### config.mk
export PLATFORM = sky130hd
export DESIGN_NAME = bcd_time_keeper
export DESIGN_NICKNAME = d
export VERILOG_FILES = /design/src/rtl/bcd_time_keeper.sv
export SDC_FILE = /design/constraint.sdc
export NUM_CORES = 1
export LEC_CHECK = 0
export CAP_MARGIN = 10
export CORE_UTILIZATION = 50
export DETAILED_ROUTE_END_ITERATION = 8
export GPL_TIMING_DRIVEN = 0
export PLACE_DENSITY = 0.86
export RECOVER_POWER = 100
export SYNTH_ARGS = -nofsm -noshare
export SYNTH_HDL_FRONTEND = slang
export SYNTH_SLANG_ARGS = --single-unit
### constraint.sdc
create_clock -name clk -period 4.65 [get_ports clk]
set_input_delay 0.6975 -clock clk [delete_from_list [all_inputs] [get_ports clk]]
set_output_delay 0.6975 -clock clk [all_outputs]
set_load 0.1 [all_outputs]
### src/rtl/bcd_time_keeper.sv
// BCD mm:ss wall-clock counter with prescaler, validated time load and a held
// alarm-ring flag that is cleared by acknowledge or by disabling the alarm.
module bcd_time_keeper #(
  parameter int unsigned TICK_DIV = 1
) (
  input  logic        clk,
  input  logic        resetn,
  input  logic        run,
  input  logic        load_valid,
  input  logic [15:0] load_time,
  input  logic [15:0] alarm_time,
  input  logic        alarm_en,
  input  logic        alarm_ack,
  output logic [15:0] current_time,
  output logic        sec_tick,
  output logic        wrap,
  output logic        load_err,
  output logic        alarm_ring
);

  localparam int unsigned PW = (TICK_DIV > 1) ? $clog2(TICK_DIV) : 1;
  localparam logic [PW-1:0] PRESC_MAX = PW'(TICK_DIV - 1);

  localparam logic [0:0] S_IDLE = 1'b0;
  localparam logic [0:0] S_RING = 1'b1;

  logic [15:0]   r_time;
  logic [PW-1:0] r_presc;
  logic [0:0]    r_state;
  logic          r_sec_tick;
  logic          r_wrap;
  logic          r_load_err;

  logic [15:0]   w_time_nxt;
  logic [15:0]   w_time_inc;
  logic [PW-1:0] w_presc_nxt;
  logic [0:0]    w_state_nxt;
  logic          w_sec_tick_nxt;
  logic          w_wrap_nxt;
  logic          w_load_err_nxt;
  logic          w_load_ok;
  logic          w_tick;
  logic          w_match;

  // One-second BCD increment with carries s0 -> s1 -> m0 -> m1, wrapping at 59:59.
  function automatic logic [15:0] bcd_inc(input logic [15:0] t);
    logic [3:0] m1, m0, s1, s0;
    {m1, m0, s1, s0} = t;
    if (s0 != 4'd9) begin
      s0 = s0 + 4'd1;
    end else begin
      s0 = 4'd0;
      if (s1 != 4'd5) begin
        s1 = s1 + 4'd1;
      end else begin
        s1 = 4'd0;
        if (m0 != 4'd9) begin
          m0 = m0 + 4'd1;
        end else begin
          m0 = 4'd0;
          m1 = (m1 == 4'd5) ? 4'd0 : m1 + 4'd1;
        end
      end
    end
    return {m1, m0, s1, s0};
  endfunction

  assign w_load_ok = (load_time[15:12] <= 4'd5) && (load_time[11:8] <= 4'd9) &&
                     (load_time[7:4]   <= 4'd5) && (load_time[3:0]  <= 4'd9);
  assign w_tick     = run && (r_presc == PRESC_MAX);
  assign w_time_inc = bcd_inc(r_time);

  // Next-state: a valid load overrides the tick; a tick match overrides acknowledge.
  always_comb begin
    w_time_nxt     = r_time;
    w_presc_nxt    = r_presc;
    w_state_nxt    = r_state;
    w_sec_tick_nxt = 1'b0;
    w_wrap_nxt     = 1'b0;
    w_load_err_nxt = load_valid && !w_load_ok;
    w_match        = 1'b0;

    if (load_valid && w_load_ok) begin
      w_time_nxt  = load_time;
      w_presc_nxt = '0;
    end else if (run) begin
      if (w_tick) begin
        w_presc_nxt    = '0;
        w_time_nxt     = w_time_inc;
        w_sec_tick_nxt = 1'b1;
        w_wrap_nxt     = (r_time == 16'h5959);
        w_match        = (w_time_inc == alarm_time);
      end else begin
        w_presc_nxt = r_presc + PW'(1);
      end
    end

    case (r_state)
      S_IDLE: if (alarm_en && w_match) w_state_nxt = S_RING;
      S_RING: if (!alarm_en || (alarm_ack && !w_match)) w_state_nxt = S_IDLE;
      default: w_state_nxt = S_IDLE;
    endcase
  end

  always_ff @(posedge clk or negedge resetn) begin
    if (!resetn) begin
      r_time     <= 16'h0000;
      r_presc    <= '0;
      r_state    <= S_IDLE;
      r_sec_tick <= 1'b0;
      r_wrap     <= 1'b0;
      r_load_err <= 1'b0;
    end else begin
      r_time     <= w_time_nxt;
      r_presc    <= w_presc_nxt;
      r_state    <= w_state_nxt;
      r_sec_tick <= w_sec_tick_nxt;
      r_wrap     <= w_wrap_nxt;
      r_load_err <= w_load_err_nxt;
    end
  end

  assign current_time = r_time;
  assign sec_tick     = r_sec_tick;
  assign wrap         = r_wrap;
  assign load_err     = r_load_err;
  assign alarm_ring   = (r_state == S_RING);

endmodule

==> results.json <==
{
  "place_hpwl_microns": 3630,
  "hold_viol": 0,
  "fin_crit_ps": 2830,
  "cts_setup_buffers": 0,
  "yosys_warnings": 0,
  "slew_viol_final": 0,
  "synth_cell_types": 45,
  "rsz0062_at_grt": "no",
  "die_w_microns": 61.5,
  "via_count": 1884,
  "first_global_vias": 1621,
  "synthSimpleGateAreaFrac": 0.271,
  "cts-root-buf": "clkbuf_4",
  "avgSynthCellArea_sq_um": 7.94,
  "synth_top_family_by_area": "simple AND/OR/NAND/NOR gates",
  "place_congestion": 0.917,
  "rows": 21,
  "finalClockSkew_ps": 13.3,
  "critPathArrivalTime_ps": 2130,
  "synth_area_leaders": "dfrtp_1 30%, a21oi_1 6.2%, xnor2_1 5.9%",
  "muxShareOfSynthArea": 0.0452,
  "ys_async_sr_fraction": 1.00,
  "dieArea_sq_um": 3790,
  "grt.overflow.total": 0,
  "worstReg2RegEnd": "alarm_ring",
  "routed_via_density": 5.71,
  "worst_setup_path_start_kind": "register",
  "cts_max_level": 1,
  "grt_start_max_net_pins": 22,
  "min_period_over_period": 0.608,
  "grt_pass1_wl_microns": 7240,
  "port_buffers": 57,
  "status": "finished clean",
  "use_met1": 0.352,
  "r2r_cells": 8,
  "drtPass1Iterations": 5,
  "synth-main-ff-cell": "dfrtp_1",
  "crit_chain": "dlygate4sd3_1",
  "yosys.area.top_type": "dfrtp_1",
  "drt_iter0_markers": 107,
  "grt_usage": 0.264,
  "synth_edf_count": 0,
  "rrSetupSlack_ps": 2120,
  "leakage_nw": 1.00,
  "syn_inst": 223,
  "nets": 329,
  "cp_slowest_stage_delay_ps": 1250,
  "wirelength_microns": 4710,
  "drc_errors": 0,
  "setup_violations": 0,
  "irDropWorstVdd_mv": 0.425,
  "syn_to_final_growth_pct": 37.0,
  "yosysMostFrequentCell": "nor2_1",
  "crit_family": "buffers and inverters",
  "path_clk_slew_ps": 140,
  "hold_path.class": "reg2reg",
  "antenna_left": 0,
  "tightest_slew_ps": 1010,
  "grt_most_used_layer": "met2",
  "wire_per_inst_microns": 14.3,
  "pin_count": 58,
  "holdPathStages": 2,
  "worstSetupEndpoint": "current_time[4]",
  "clk_latency_ps": 330,
  "finalWorstSetupSlack_ps": 1820,
  "end_kind": "primary output",
  "netlist_area_sq_um": 1770,
  "worstPathRequired_ps": 3950,
  "synth_fa_ha_area_frac": 0.0424,
  "n_antenna_cell": 0,
  "grt_use_met3": 0.0189,
  "cts_max_path_buffers": 2,
  "syn_nets": 267,
  "crit_start": "current_time[4]",
  "synth_xor_area_frac": 0.0939,
  "synth_compound_area_frac": 0.195,
  "grt_util_met2": 0.442,
  "worst-path-stages": 1,
  "drive_gt1_frac": 0.0458,
  "final_core_util": 0.722,
  "hold_buffers": 0,
  "tns_ps": 0,
  "yosysSeqAreaShare": 0.297,
  "power_density_nw_per_um2": 588,
  "maxSlewHeadroom": 0.324,
  "critPathBufInv": 1,
  "critical_path.max_fanout": 9,
  "cp_slowest_cell": "dlygate4sd3_1",
  "crit_type": "reg2out",
  "antenna_found_initial": 0,
  "cts_resized": 0,
  "initial_core_util": 0.527,
  "numCtsBuffers": 3,
  "cts_tree": "done",
  "synthTopCellsByCount": "26 x nor2_1, 22 x a21oi_1, 21 x dfrtp_1",
  "numClockSinks": 21,
  "core_area_sq_um": 3360,
  "synth_top_area_frac": 0.297,
  "max_freq_mhz": 354,
  "nFillCells": 299,
  "die_y_microns": 61.5,
  "synth.ff_latch_count": 21,
  "reg2reg_from": "current_time[0]",
  "maxCapViolCount": 0,
  "pre_cts_ws_ps": 1690
}
[per-stage QoR]
step / hold slack [ps] / cell area [sq um] / power (mW) / cells
3_5_place_dp: 530 / 2400 / 1.35 / 326
4_1_cts: 554 / 2430 / 1.44 / 330
6_report: 543 / 2430 / 1.43 / 330
5_1_grt: 571 / 2430 / 1.51 / 330
2_1_floorplan: 402 / 1770 / 1.10 / 223
3_3_place_gp: 508 / 2400 / 1.33 / 326
[layer usage]
layer | wire (microns) | vias up
li1 | - | 921
met1 | 2150 | 879
met2 | 2220 | 76
met3 | 267 | 8
met4 | 69 | 0
met5 | 0 | -
[report_power, final]
group	switching, mW	internal (mW)	leakage [nW]
combinational	0.693	0.310	0.725
sequential	0.0891	0.237	0.262
clock	0.0658	0.0323	0.0177
total	0.848	0.579	1.00
[registers in the layout, summed over array words and instances (netlist names)]
signal / count
alarm_ring: 1
current_time: 16
load_err: 1
r_presc: 1
sec_tick: 1
wrap: 1
[worst min path at each step]
stage / start / to / slack (ps)
final: alarm_ring / alarm_ring / 540
after global routing: r_presc / r_presc / 570
after CTS: r_presc / r_presc / 550
after detailed placement: alarm_ring / alarm_ring / 530
after global placement: alarm_ring / alarm_ring / 510
after floorplan: resetn / alarm_ring / 400
[kinds of logic (layout without fill, tap and decap cells)]
logic type                 count (synthesis)  in the layout
buffers and inverters                     20             81
muxes                                      8              8
adders and majority gates                  6              6
DFF                                       21             21
and+or+nand+nor                           89             89
AOI/OAI and AO/OA                         60             60
xor gates and xnor gates                  19             19
[final cells by class]
class	instances	area (sq um)	area share
flip-flops and latches	21	526	0.216
repair buffers	57	571	0.235
inverters	9	33.8	0.0139
plain buffers	11	65.1	0.0268
multi-input cells	182	1150	0.473
well taps	46	57.6	0.0237
clock inverters	1	5.00	0.00206
clock buffers	3	22.5	0.00928
[placed cells by master, fill, tap and decap left out, types with 3 or more instances in the layout]
cell	Yosys	routed
nor2_1	26	26
nor3_1	7	7
and3b_1	4	4
ha_1	6	6
mux2i_1	8	8
o21ai_0	20	21
xnor2_1	12	12
a31oi_1	4	4
buf_6	3	3
dfrtp_1	21	21
xor2_1	7	7
inv_1	9	9
a21oi_1	22	22
nand3_1	8	8
nor3b_1	3	3
nand2_1	17	17
dlygate4sd3_1	0	23
clkbuf_1	7	7
nor2b_1	4	4
clkdlybuf4s50_1	0	34
clkbuf_4	0	3
Note: power is estimated with default switching activity, not from simulation.
==> variant (same flow settings) <==
Register the output `alarm_ring`, with the module's reset; this adds one clock of latency there. The other outputs are not delayed to match.
--- a/src/rtl/bcd_time_keeper.sv
+++ b/src/rtl/bcd_time_keeper.sv
@@ -125,5 +125,11 @@
   assign wrap         = r_wrap;
   assign load_err     = r_load_err;
-  assign alarm_ring   = (r_state == S_RING);
+  always_ff @(posedge clk or negedge resetn) begin
+    if (!resetn) begin
+      alarm_ring <= '0;
+    end else begin
+      alarm_ring <= (r_state == S_RING);
+    end
+  end
 
 endmodule
Function: changed (Yosys sat finds a counterexample within 4 cycles, from zero or initial values and one cycle with resetn low).
==> variant against the unedited design <==
- sequential share of layout area shrank 0.31 points
- wire length grew 7.0%
- clock power grew 87%
- hold slack lost 0.16 ns
- clock skew shrank 0.011 ns
- final area grew 6.3%
- sequential cell count grew 1
- power grew 15%
- via count grew 4.4%
- die area grew 6.3%
- setup slack lost 0.058 ns
- non-clock buffer count grew 4
- synthesized area grew 6.5%
- utilization grew 2.2 points
- largest power group unchanged
- highest routed layer unchanged
==> variant: results (changes against the unedited design) <==
num-nonclk-buffers: 72  # +5.9%
hpwl_mm: 3.77  # +4.0%
vias: 1966  # +4.4%
placed_area_um2: 2510  # +4.8%
inverters_excl_clock: 8  # -1
globalplace.congestion: 0.883  # -3.7%
routedWlPerCell_um: 14.8  # +4.1%
synth_ff_type: "dfrtp_1"
finClkSkew_ns: 0.00207  # -0.0112 ns
synth-xor-area-share_pct: 6.50  # -2.9 points
holdCritStartpoint: "r_state"
bufAreaShareNonClock_pct: 25.7  # -0.48 points
crit_start: "load_time[1]"
synthMuxAreaShare_pct: 3.71  # -0.81 points
multi_input_area_share_pct: 46.8  # -0.47 points
track_usage_pct: 26.9  # +0.49 points
cp.arrival_ns: 3.02  # +0.89 ns
ir_drop_mv: 0.644  # +52%
worst_slack_ns: 1.76  # -0.0582 ns
status: "finished clean"
synth_compound_area_share_pct: 23.1  # +3.6 points
cp-endpoint: "current_time[6]"
final_cells: 339  # +2.7%
drt_pre_antenna_iters: 4  # -1
clk_pin_slew_worst_paths_ns: 0.08  # -0.06 ns
synth_common_cells: "nor2_1, a21oi_1, dfrtp_1"
synthCells: 232  # +4.0%
p_leak_uw: 0.00105  # +4.8%
clock_cell_area_share_pct: 2.76  # +1.6 points
pre_cts_ws_ns: 1.63  # -0.0573 ns
area.growth.synth_to_final_pct: 36.7
cp_max_fo: 10  # +1
ys_types: 50  # +11%
drive_gt1_share_pct: 6.14  # +1.6 points
fill_cells: 294  # -1.7%
hold_path_end: "alarm_ring"
synth-seq-cells: 22  # +4.8%
ys_seq_area_share_pct: 29.2  # -0.48 points
cp_slowest_stage_delay_ns: 0.55  # -0.70 ns
cts_root_buffer: "clkbuf_8"
r2r_start: "current_time[4]"
synthAdderAreaFrac_pct: 3.98  # -0.26 points
syn-num-nets: 276  # +3.4%
synthTopCellsByArea: "dfrtp_1, a21oi_1, nor2_1"
whs_ns: 0.382  # -0.161 ns
r2r_end: "r_state"
sh_seq_area_pct: 21.3  # -0.31 points
ys_async_sr_fraction_pct: 100  # unchanged
r2r_slack_ns: 1.99  # -0.13 ns
crit_slowest_cell: "dlygate4sd3_1"
clk_latency_ns: 0.27  # -0.06 ns
nMultiInputCombCells: 187  # +2.7%
worst_pin_slew_ns: 1.02  # +0.0136 ns
first_global_vias: 1864  # +15%
holdPathStages: 0  # -2
n_antenna_cell: 0  # unchanged
drt_iter0_markers: 118  # +10%
grt_start_max_net_pins: 23  # +4.5%
grt_pass1_wl_mm: 8.51  # +18%
variant: cell count changes after synthesis, sizes merged, moves of 3 or more:
| cell | unedited run | this run |
|---|---|---|
| o21ai | 22 | 12 |
| nor3 | 7 | 10 |
| nand3b | 1 | 4 |
| buf | 4 | 8 |
| a311oi | 0 | 4 |
| a2111oi | 0 | 3 |
| nand2 | 18 | 12 |
| a21oi | 22 | 27 |
| xnor2 | 12 | 8 |
| nor2 | 26 | 32 |
variant: metal layers:
metal	wire (um)	up-vias	GRT usage [%]
li1	-	967	-
met1	2270	915	36.1
met2	2430	78	42.8
met3	281	6	5.98
met4	54	0	7.95
met5	0	-	0
variant: where the power goes:
group	internal (uW)	leakage [uW]	total, uW	switching [uW]
logic	343	0.000746	1120	774
clock network	115	0.0000357	183	68.0
registers	250	0.000271	342	92.1
total	708	0.00105	1640	934
